$ cat src/rtl/led_fade_player.sv
// LED pattern player: fade-up / hold / fade-down / gap sequencer driving
// PWM-modulated LED outputs at the current brightness level.
module led_fade_player #(
  parameter int N_LED      = 8,
  parameter int STEP       = 16,
  parameter int HOLD_TICKS = 4,
  parameter int PWM_DIV    = 1
) (
  input  logic             internal_clk,
  input  logic             reset,
  input  logic             tick_play,
  input  logic [7:0]       rand_num,
  input  logic             start,
  input  logic             stop,
  input  logic [1:0]       mode,
  output logic [N_LED-1:0] led,
  output logic [7:0]       level,
  output logic             busy
);

  typedef enum logic [2:0] {IDLE, FADE_UP, HOLD, FADE_DOWN, GAP} state_t;

  localparam logic [N_LED-1:0] CHASE_FIRST = N_LED'(1);

  state_t           state;
  logic [7:0]       pwm_cnt;
  logic [7:0]       prescaler;
  logic [7:0]       hold_cnt;
  logic [4:0]       gap_len;
  logic [4:0]       gap_cnt;
  logic             stop_pending;
  logic [N_LED-1:0] led_mask;
  logic [N_LED-1:0] chase;

  logic [8:0]       up_sum;
  logic [7:0]       up_level;
  logic [7:0]       down_level;
  logic [N_LED-1:0] rand_mask;
  logic [N_LED-1:0] chase_rot;
  logic             pwm_on;

  always_comb begin
    up_sum     = {1'b0, level} + 9'(STEP);
    up_level   = up_sum[8] ? 8'hFF : up_sum[7:0];
    down_level = (level > 8'(STEP)) ? level - 8'(STEP) : '0;
    rand_mask  = (rand_num[N_LED-1:0] == '0) ? '1 : rand_num[N_LED-1:0];
    // Shift-based rotate stays legal for N_LED == 1 (degenerates to identity).
    chase_rot  = (chase << 1) | (chase >> (N_LED - 1));
    pwm_on     = (pwm_cnt < level);
  end

  always_ff @(posedge internal_clk or posedge reset) begin
    if (reset) begin
      state        <= IDLE;
      level        <= '0;
      led          <= '0;
      busy         <= 1'b0;
      pwm_cnt      <= '0;
      prescaler    <= '0;
      hold_cnt     <= '0;
      gap_len      <= '0;
      gap_cnt      <= '0;
      stop_pending <= 1'b0;
      led_mask     <= '1;
      chase        <= CHASE_FIRST;
    end else begin
      if (prescaler == 8'(PWM_DIV - 1)) begin
        prescaler <= '0;
        pwm_cnt   <= pwm_cnt + 8'd1;
      end else begin
        prescaler <= prescaler + 8'd1;
      end

      led <= (state != IDLE) ? (led_mask & {N_LED{pwm_on}}) : '0;

      if (state != IDLE && stop) stop_pending <= 1'b1;

      case (state)
        IDLE: begin
          if (start && !stop) begin
            state        <= FADE_UP;
            busy         <= 1'b1;
            level        <= '0;
            stop_pending <= 1'b0;
            chase        <= CHASE_FIRST;
            case (mode)
              2'd1:    led_mask <= rand_mask;
              2'd2:    led_mask <= CHASE_FIRST;
              default: led_mask <= '1;
            endcase
          end
        end
        FADE_UP: begin
          if (tick_play) begin
            level <= up_level;
            if (up_level == 8'hFF) begin
              state    <= HOLD;
              hold_cnt <= '0;
            end
          end
        end
        HOLD: begin
          if (tick_play) begin
            hold_cnt <= hold_cnt + 8'd1;
            if (hold_cnt == 8'(HOLD_TICKS - 1)) state <= FADE_DOWN;
          end
        end
        FADE_DOWN: begin
          if (tick_play) begin
            level <= down_level;
            if (down_level == '0) begin
              state   <= GAP;
              gap_len <= {1'b0, rand_num[3:0]} + 5'd1;
              gap_cnt <= '0;
            end
          end
        end
        GAP: begin
          if (tick_play) begin
            gap_cnt <= gap_cnt + 5'd1;
            if (gap_cnt + 5'd1 == gap_len) begin
              // A stop arriving on the final gap tick still ends the pattern.
              if (stop_pending || stop) begin
                state        <= IDLE;
                busy         <= 1'b0;
                level        <= '0;
                stop_pending <= 1'b0;
              end else begin
                state <= FADE_UP;
                case (mode)
                  2'd1: led_mask <= rand_mask;
                  2'd2: begin
                    led_mask <= chase_rot;
                    chase    <= chase_rot;
                  end
                  default: led_mask <= '1;
                endcase
              end
            end
          end
        end
        default: state <= IDLE;
      endcase
    end
  end

endmodule
$ cat config.mk
export PLATFORM = sky130hd
export DESIGN_NAME = led_fade_player
export DESIGN_NICKNAME = d
export VERILOG_FILES = /design/src/rtl/led_fade_player.sv
export SDC_FILE = /design/constraint.sdc
export NUM_CORES = 1
export LEC_CHECK = 0
export BUFFER_PORTS_ARGS = -buffer_cell sky130_fd_sc_hd__buf_4
export CORE_UTILIZATION = 45
export DETAILED_ROUTE_END_ITERATION = 7
export GPL_TIMING_DRIVEN = 0
export PLACE_DENSITY = 0.71
export SLEW_MARGIN = 25
export SYNTH_ARGS = -nofsm -noshare
export SYNTH_HDL_FRONTEND = slang
export SYNTH_SLANG_ARGS = --single-unit
$ cat constraint.sdc
create_clock -name internal_clk -period 4.1 [get_ports internal_clk]
set_input_delay 0.41 -clock internal_clk [delete_from_list [all_inputs] [get_ports internal_clk]]
set_output_delay 0.41 -clock internal_clk [all_outputs]
set_load 0.01 [all_outputs]
==> metrics.txt, run 1 <==
Initial Util 46.2%; Worst R2R Setup Slack 1.47 ns; global placement routability congestion 0.872; HPWL Detailed 5960 µm; Post-synth top flop dfrtp_1; CTS buffer count 9; Final Critical Period 2.63 ns; Async S/R FF share, synth 100%; Final Util 53.3%; Slew HR 37.0%; grt total ovfl 0; PostCTS Resize Cnt 0; GRT Overall Usage 19.8%; Die W 96.4 µm; TNS Setup 0 ns; CP Capture Type register; Slew @ Worst Pin 0.939 ns; Vias 3137; pwr/cell area 588 nW/µm²; reg2reg end led_mask[2]; CTS tree done; area leader, netlist dfrtp_1; crit path max fanout 8; max cap viols 0; CP Data Required Time 4.39 ns; commonest non-fill, non-tap cell in the layout dfrtp_1; nets 486; synthesized flop and latch total 71; wire length per cell 14.6 µm; Layout Area Growth over Synthesis 15.4%; Fin. Hold Viols 0; Arr. time, crit path 2.92 ns; Ports 32; synth top area cells dfrtp_1, ha_1, dfstp_2; worst skew pair latency 0.36 ns; Final ANT Viol Nets 0; initial antenna violation count 0; reg2reg start gap_cnt[0]; Core Rows 34; vias per cell 5.55; Pins Over Slew Limit 0; Reg clk slew, reported paths 0.08 ns; Leakage 2.09 nW; Setup Buffers After CTS 0; Gate Count Post-Synth 409; CTS Root Cell clkbuf_8; Die H 96.4 µm; most frequent cells in the layout dfrtp_1, nand2_1, buf_4; Synth top area share 38.7%; period utilization 64.2%; Setup Crit Path Kind register to register; largest net degree at the start of global routing 41; layout cells sized above 1 17.5%; R2R depth 6; HP Class input port to async pin; core area 8680 µm²; Finished Layout Cells 565; deepest clock path buffer count 2; DIE AREA 9290 µm²; DRC Markers 0; Mapped Area 4010 µm²; Num Clock Sinks 71; Post-Syn Area per Cell 9.80 µm²; first-pass GRT wire length 13900 µm; clk_skew 0.00969 ns; H-tree depth 3; Synth Warn # 0; post-synth cell types 64; RSZ-0062 raised after global routing false; initial DRC count 173; vias in the first global route 2953; DRT Pass-1 Iters 4; final WL 8220 µm; VDD IR max 0.235 mV; status finished, final reports clean; diode count 0; PortBufs 31; fmax 380 MHz; Synthesized Nets 443; Cell Count Post-Placement 549; crit path launch type register; post-synthesis sequential area ratio 44.6%; # setup viols final 0; Post-CTS Hold Buffers 0; EDFF count, synth 0
[worst max-delay path by stage]
| stage | slack [ns] | cells past startpoint | startpoint | endpoint |
|---|---|---|---|---|
| after floorplan | 1.78 | 6 | gap_cnt[0] | led_mask[1] |
| after global placement | 1.03 | 2 | reset | hold_cnt[3] |
| after detailed placement | 1.50 | 6 | gap_cnt[0] | led_mask[2] |
| after CTS | 1.47 | 6 | gap_cnt[0] | led_mask[2] |
| after global routing | 1.36 | 6 | gap_cnt[0] | led_mask[2] |
| final | 1.47 | 6 | gap_cnt[0] | led_mask[2] |
[power breakdown]
group / internal (mW) / leakage (nW) / switching [mW] / total, mW
Combinational: 0.449 / 1.08 / 0.585 / 1.03
Sequential: 0.900 / 0.904 / 0.145 / 1.04
Clock: 0.349 / 0.110 / 0.292 / 0.640
Total: 1.70 / 2.09 / 1.02 / 2.72
[synthesized netlist by cell type, drive strengths merged (9+ instances only)]
cell type / n
a211oi: 10
a21oi: 18
and3: 11
clkbuf: 14
dfrtp: 62
dfstp: 9
ha: 19
inv: 25
mux2: 10
mux2i: 10
nand2: 40
nand3: 16
nor2: 29
o21ai: 25
xnor2: 14
xor2: 12
[state kept, by name (all words and copies together), names as in the netlist]
signal and cells:
chase 8, pwm_cnt 8, gap_len 5, busy 1, level 8, led 8
state 3, hold_cnt 8, stop_pending 1, led_mask 8, gap_cnt 5, prescaler 8
[area by class of cell]
class / count / area [µm²]
flip-flops and latches: 71 / 1790
inverters: 25 / 96.3
well taps: 108 / 135
plain buffers: 17 / 66.3
repair buffers: 32 / 253
clock inverters: 7 / 103
clock buffers: 9 / 124
multi-input cells: 296 / 2060
fillers: 808 / 4050
[cell families after synthesis]
group	synth area share (%)
AND/OR/NAND/NOR	19.4
flip-flops	44.6
multiplexers	5.30
adder cells (fa/ha/maj)	5.93
AO/OA/AOI/OAI	14.5
XOR/XNOR	6.24
buffers and inverters	3.99
[per-layer routing]
metal  GRT usage (%)  wire length (µm)  vias up
li1                -                 -     1537
met1            26.5              3810     1502
met2            31.5              3890       79
met3            3.83               346       19
met4            8.09               169        0
met5               0                 0        -
[through the flow]
stage	setup WS, ns	power [mW]	hold WS, ns	area (µm²)
finish	1.47	2.72	0.0470	4630
global route	1.36	2.91	0.0882	4630
CTS	1.47	2.74	0.0598	4630
detailed placement	1.50	2.09	0.451	4400
global placement	1.03	2.05	0.464	4380
floorplan	1.78	1.75	0.446	4010
[worst max-delay path: stages (launching register included)]
cell and delay (ns):
dfrtp_1 0.44, ha_1 0.30, xor2_1 0.17, o211ai_1 0.33, o2111ai_4 0.25, o41ai_4 0.66, mux2_2 0.41
No activity file was read; power rests on OpenSTA's default activity.
==> run 2, diff against run 1 <==
--- a/config.mk
+++ b/config.mk
@@ -5,11 +5,12 @@
 export SDC_FILE = /design/constraint.sdc
 export NUM_CORES = 1
 export LEC_CHECK = 0
+export ABC_AREA = 1
 export BUFFER_PORTS_ARGS = -buffer_cell sky130_fd_sc_hd__buf_4
 export CORE_UTILIZATION = 45
 export DETAILED_ROUTE_END_ITERATION = 7
 export GPL_TIMING_DRIVEN = 0
-export PLACE_DENSITY = 0.71
+export PLACE_DENSITY = 0.73
 export SLEW_MARGIN = 25
 export SYNTH_ARGS = -nofsm -noshare
 export SYNTH_HDL_FRONTEND = slang
==> constraint.sdc (replaced) <==
create_clock -name internal_clk -period 2.2 [get_ports internal_clk]
set_input_delay 0.22 -clock internal_clk [delete_from_list [all_inputs] [get_ports internal_clk]]
set_output_delay 0.22 -clock internal_clk [all_outputs]
set_load 0.01 [all_outputs]
==> metrics.txt, run 2 <==
clk_skew 0.0119 ns; Pins Over Slew Limit 0; max cap viols 0; DRT Pass-1 Iters 4; largest net degree at the start of global routing 42; CTS Root Cell clkbuf_8; pwr/cell area 1100 nW/µm²; Die W 101 µm; Leakage 2.61 nW; Async S/R FF share, synth 100%; Fin. Hold Viols 0; CP Capture Type register; Slew HR 53.5%; PortBufs 30; R2R depth 12; CTS buffer count 9; initial DRC count 200; crit path launch type register; CTS tree done; commonest non-fill, non-tap cell in the layout nand2_1; Num Clock Sinks 71; first-pass GRT wire length 16700 µm; post-synthesis sequential area ratio 40.9%; Post-synth top cells nand2_1, inv_1, dfrtp_1, nand3_1, nor2_1; Int Power 3.04 mW; DP Area 4780 µm²; Final Critical Period 1.98 ns; Switching Fraction 44.5%; fmax 505 MHz; HP Class input port to register; deepest clock path buffer count 2; RSZ-0062 raised after global routing false; Synth top area share 35.5%; most frequent cells in the layout nand2_1, inv_1, nand3_1; Ports 32; Mapped Area 4370 µm²; Synth Warn # 0; vias per cell 5.02; Synthesized Nets 624; nets 667; Post-synth top flop dfrtp_1; core area 9330 µm²; Net Switching 2.44 mW; Setup Buffers After CTS 0; post-synth cell types 37; EDFF count, synth 0; diode count 0; # setup viols final 0; DRC Markers 0; wire length per cell 11.8 µm; Initial Util 46.8%; HPWL Detailed 6750 µm; area leader, netlist dfrtp_1; Die H 101 µm; worst hold start rand_num[0]; initial antenna violation count 0; DIE AREA 10100 µm²; Worst R2R Setup Slack 0.22 ns; Final Cell Area 4990 µm²; synthesized flop and latch total 71; reg2reg end gap_len[1]; crit path max fanout 10; period utilization 90.0%; global placement routability congestion 0.885; VDD IR max 0.458 mV; sequential share of power 36.5%; vias in the first global route 3867; Gate Count Post-Synth 590; Core Rows 35; Endpoint, Worst Hold gap_len[0]; Reg clk slew, reported paths 0.08 ns; count leader, synth nand2_1; WHS Path Cells 2; Arr. time, crit path 2.22 ns; status finished, final reports clean; Setup Crit Path Kind register to register; final WL 9090 µm; CP Data Required Time 2.44 ns; Layout Area Growth over Synthesis 14.3%; worst skew pair latency 0.35 ns; clock power share 17.9%; Final ANT Viol Nets 0; Vias 3854; Slew @ Worst Pin 0.694 ns; H-tree depth 3; GRT Overall Usage 20.6%; reg2reg start level[4]; grt total ovfl 0; layout cells sized above 1 16.8%; Final Util 53.5%; synth top area cells dfrtp_1, nand2_1, nand3_1; Post-Syn Area per Cell 7.41 µm²; Logic pwr share 45.6%
-- run 2: changes by cell type after synthesis, sizes merged, moves of 11 or more --
cell,before,now
a21oi,18,7
inv,25,84
and3,11,0
nand2,40,185
o21ai,25,38
clkbuf,14,2
nor2,29,58
nand3,16,65
-- run 2: layout make-up --
| cell class | count | area [µm²] |
|---|---|---|
| Tap cell | 129 | 161 |
| Fill cell | 897 | 4330 |
| Multi-Input combinational cell | 425 | 2210 |
| Clock buffer | 10 | 138 |
| Clock inverter | 6 | 43.8 |
| Sequential cell | 71 | 1790 |
| Inverter | 84 | 320 |
| Timing Repair Buffer | 32 | 255 |
| Buffer | 10 | 77.6 |
-- run 2: timing repair --
action / CTS / global route
endpoints found under the hold margin: 30 / 0
gates resized for setup: 1 / 9
hold buffers: 1 / 0
endpoints found under the setup margin: 3 / 23
-- run 2: cells by family (layout without fill, tap and decap cells) --
family / Yosys count / after routing / share of synthesized area [%]
AND/OR/NAND/NOR: 332 / 332 / 33.9
buffers and inverters: 94 / 142 / 8.99
flip-flops: 71 / 71 / 40.9
AO/OA/AOI/OAI: 55 / 55 / 6.93
adder cells (fa/ha/maj): 19 / 19 / 5.44
XOR/XNOR: 19 / 19 / 3.81
-- run 2: worst max-delay path by stage --
stage | startpoint | endpoint | slack [ns] | cells after the start
6_report | level[4] | gap_len[1] | 0.22 | 12
5_1_grt | level[5] | gap_len[1] | 0.003 | 12
4_1_cts | level[4] | gap_cnt[0] | 0.06 | 12
3_5_place_dp | level[4] | gap_cnt[0] | -0.008 | 12
3_3_place_gp | reset | gap_cnt[2] | -0.66 | 2
2_1_floorplan | reset | busy | 0.20 | 1
-- run 2: layer usage --
layer / wire [µm] / GRT usage [%] / vias to the layer above
met2: 4320 / 34.9 / 76
met4: 123 / 8.14 / 0
li1: - / - / 1961
met5: 0 / 0 / -
met1: 4320 / 26.6 / 1806
met3: 317 / 2.98 / 11
-- run 2: power groups by stage --
stage / Clock (mW) / Combinational [mW] / Sequential (mW)
floorplan: 0 / 1.85 / 1.97
global placement: 0 / 2.38 / 1.99
global route: 1.06 / 2.90 / 2.05
detailed placement: 0 / 2.46 / 2.01
CTS: 1.01 / 2.47 / 1.99
finish: 0.982 / 2.50 / 2.00
-- run 2: per-stage QoR --
| stage | total power, mW | std cells | hold slack (ns) | setup WS [ns] | TNS, ns |
|---|---|---|---|---|---|
| floorplan | 3.82 | 590 | 0.311 | 0.198 | 0 |
| global placement | 4.37 | 749 | 0.431 | -0.656 | -40.41 |
| detailed placement | 4.47 | 750 | 0.257 | -0.00752 | -0.0107 |
| CTS | 5.47 | 767 | 0.0567 | 0.0606 | 0 |
| global route | 6.00 | 767 | 0.0655 | 0.00273 | 0 |
| finish | 5.48 | 767 | 0.0669 | 0.221 | 0 |
-- run 2: worst max-delay path, stage by stage, from the launching register on --
cell and delay, ns:
dfrtp_2 0.49, inv_4 0.11, ha_1 0.19, inv_1 0.08, nor2_2 0.16, nor2_2 0.07, o21ai_0 0.07, nand2_1 0.11
nor2_4 0.17, nand3_4 0.12, buf_6 0.18, nand2_1 0.05, o21ai_1 0.06
==> run 3, diff against run 2 <==
--- a/config.mk
+++ b/config.mk
@@ -7,10 +7,10 @@
 export LEC_CHECK = 0
 export ABC_AREA = 1
 export BUFFER_PORTS_ARGS = -buffer_cell sky130_fd_sc_hd__buf_4
-export CORE_UTILIZATION = 45
+export CORE_UTILIZATION = 54
 export DETAILED_ROUTE_END_ITERATION = 7
 export GPL_TIMING_DRIVEN = 0
-export PLACE_DENSITY = 0.73
+export PLACE_DENSITY = 0.84
 export SLEW_MARGIN = 25
 export SYNTH_ARGS = -nofsm -noshare
 export SYNTH_HDL_FRONTEND = slang
==> metrics.txt, run 3 (synthesis results as in run 2) <==
core area 7770 µm²; vias per cell 5.25; Final ANT Viol Nets 0; commonest non-fill, non-tap cell in the layout nand2_1; most frequent cells in the layout nand2_1, inv_1, nand3_1; first-pass GRT wire length 16000 µm; cell family with most CP delay simple AND/OR/NAND/NOR gates; DP Worst Slack 0.0293 ns; Slew HR 50.4%; RSZ-0062 raised after global routing false; layout cells sized above 1 16.6%; max cap viols 0; Finished Layout Cells 740; WHS Path Cells 2; Pins Over Slew Limit 0; CP Buf/Inv Count 3; Die W 92.0 µm; Cell Chain, Critical Path inv_2 -> ha_1 -> inv_1 -> nor2_2 -> nor2_2 -> o21ai_0 -> nand2_1 -> nor2_4 -> nand3_4 -> buf_6 -> nand3_1 -> nand2_1; deepest clock path buffer count 2; worst skew pair latency 0.35 ns; CP Data Required Time 2.44 ns; CP max-delay cell dfrtp_2; DIE AREA 8450 µm²; Fin. Hold Viols 0; vias in the first global route 3794; CTS tree done; HPWL Detailed 6620 µm; initial antenna violation count 0; Arr. time, crit path 2.25 ns; Final Critical Period 2.01 ns; HP Class input port to register; R2R depth 12; Leakage 2.63 nW; crit path max fanout 10; GRT Overall Usage 23.7%; CP Capture Type register; PortBufs 30; status finished, final reports clean; reg2reg end gap_cnt[1]; Initial Util 56.2%; fmax 497 MHz; wire length per cell 12.2 µm; diode count 0; reg2reg start level[4]; Die H 92.0 µm; period utilization 91.5%; Endpoint, Worst Hold gap_len[0]; DRT Pass-1 Iters 5; initial DRC count 210; worst hold start rand_num[0]; VDD IR max 0.518 mV; Filler Cell Count 645; nets 667; Worst R2R Setup Slack 0.19 ns; H-tree depth 3; Reg clk slew, reported paths 0.08 ns; Setup Buffers After CTS 0; grt total ovfl 0; CP peak stage delay 0.48 ns; Slew @ Worst Pin 0.741 ns; Core Rows 32; Num Clock Sinks 71; DRC Markers 0; CTS Root Cell clkbuf_8; crit path launch type register; pwr/cell area 1120 nW/µm²; final WL 9010 µm; Ports 32; # setup viols final 0; largest net degree at the start of global routing 49; clk_skew 0.00906 ns; PnR worst setup slack 0.186 ns; Layout Area Growth over Synthesis 14.1%; Vias 3887; CTS buffer count 9; Setup Crit Path Kind register to register; global placement routability congestion 0.848; Cell Count Post-Placement 723
==> run 3: cell count changes in the layout (fill, tap and decap cells not counted), sizes merged <==
cell / previous run / this run
clkinv: 4 / 1
bufinv: 0 / 1
inv: 85 / 86
clkinvlp: 1 / 2
==> run 3: worst reg2reg max path: cells and delay by family, from the launching register on <==
kind / cells / cell delay (ns)
compound gates: 1 / 0.07
buf+inv: 3 / 0.39
flops: 1 / 0.48
simple gates: 7 / 0.78
fa+ha+maj: 1 / 0.19
==> run 3: area by class of cell <==
class / count / area [µm²] / area share (%)
clock buffers: 10 / 138 / 2.76
flip-flops and latches: 71 / 1790 / 35.9
multi-input cells: 425 / 2210 / 44.2
well taps: 102 / 128 / 2.56
repair buffers: 32 / 263 / 5.27
plain buffers: 10 / 77.6 / 1.56
clock inverters: 6 / 67.6 / 1.35
inverters: 84 / 318 / 6.37
==> run 3: report_power, final <==
part	switching [mW]	leakage, nW	total, mW	internal (mW)
clock network	0.521	0.0993	1.08	0.560
logic	1.63	1.61	2.53	0.897
registers	0.298	0.915	2.00	1.70
==> run 3: per-layer routing <==
metal,global-route usage [%],share of wire (%)
met5,0,0
met2,39.1,49
met1,30.1,45
met4,9.64,1.5
met3,5.56,4.3
==> run 3: how the worst max path moves through the flow <==
stage / startpoint / cells after the start / endpoint / slack (ns)
6_report: level[4] / 12 / gap_cnt[1] / 0.19
5_1_grt: gap_cnt[0] / 16 / chase[6] / 0.02
4_1_cts: level[4] / 12 / gap_cnt[0] / 0.02
3_5_place_dp: level[4] / 12 / gap_cnt[0] / 0.03
3_3_place_gp: reset / 2 / level[6] / -0.58
2_1_floorplan: reset / 1 / busy / 0.20
==> run 3: timing repair <==
| action | in CTS | in global routing |
|---|---|---|
| setup endpoints to repair | 0 | 40 |
| hold buffers | 1 | 0 |
| endpoints found under the hold margin | 23 | 0 |
| gates resized for setup | 0 | 8 |
==> run 3: per-stage QoR <==
| step | setup TNS [ns] | power [mW] | hold WS (ns) | utilization (%) | cell area [µm²] |
|---|---|---|---|---|---|
| after detailed placement | 0 | 4.44 | 0.208 | 61.2 | 4750 |
| after global placement | -35.83 | 4.35 | 0.430 | 60.8 | 4720 |
| after CTS | 0 | 5.54 | 0.0581 | 63.9 | 4970 |
| final | 0 | 5.61 | 0.0713 | 64.2 | 4990 |
| after global routing | 0 | 6.07 | 0.0614 | 64.2 | 4990 |
| after floorplan | 0 | 3.82 | 0.311 | - | 4370 |
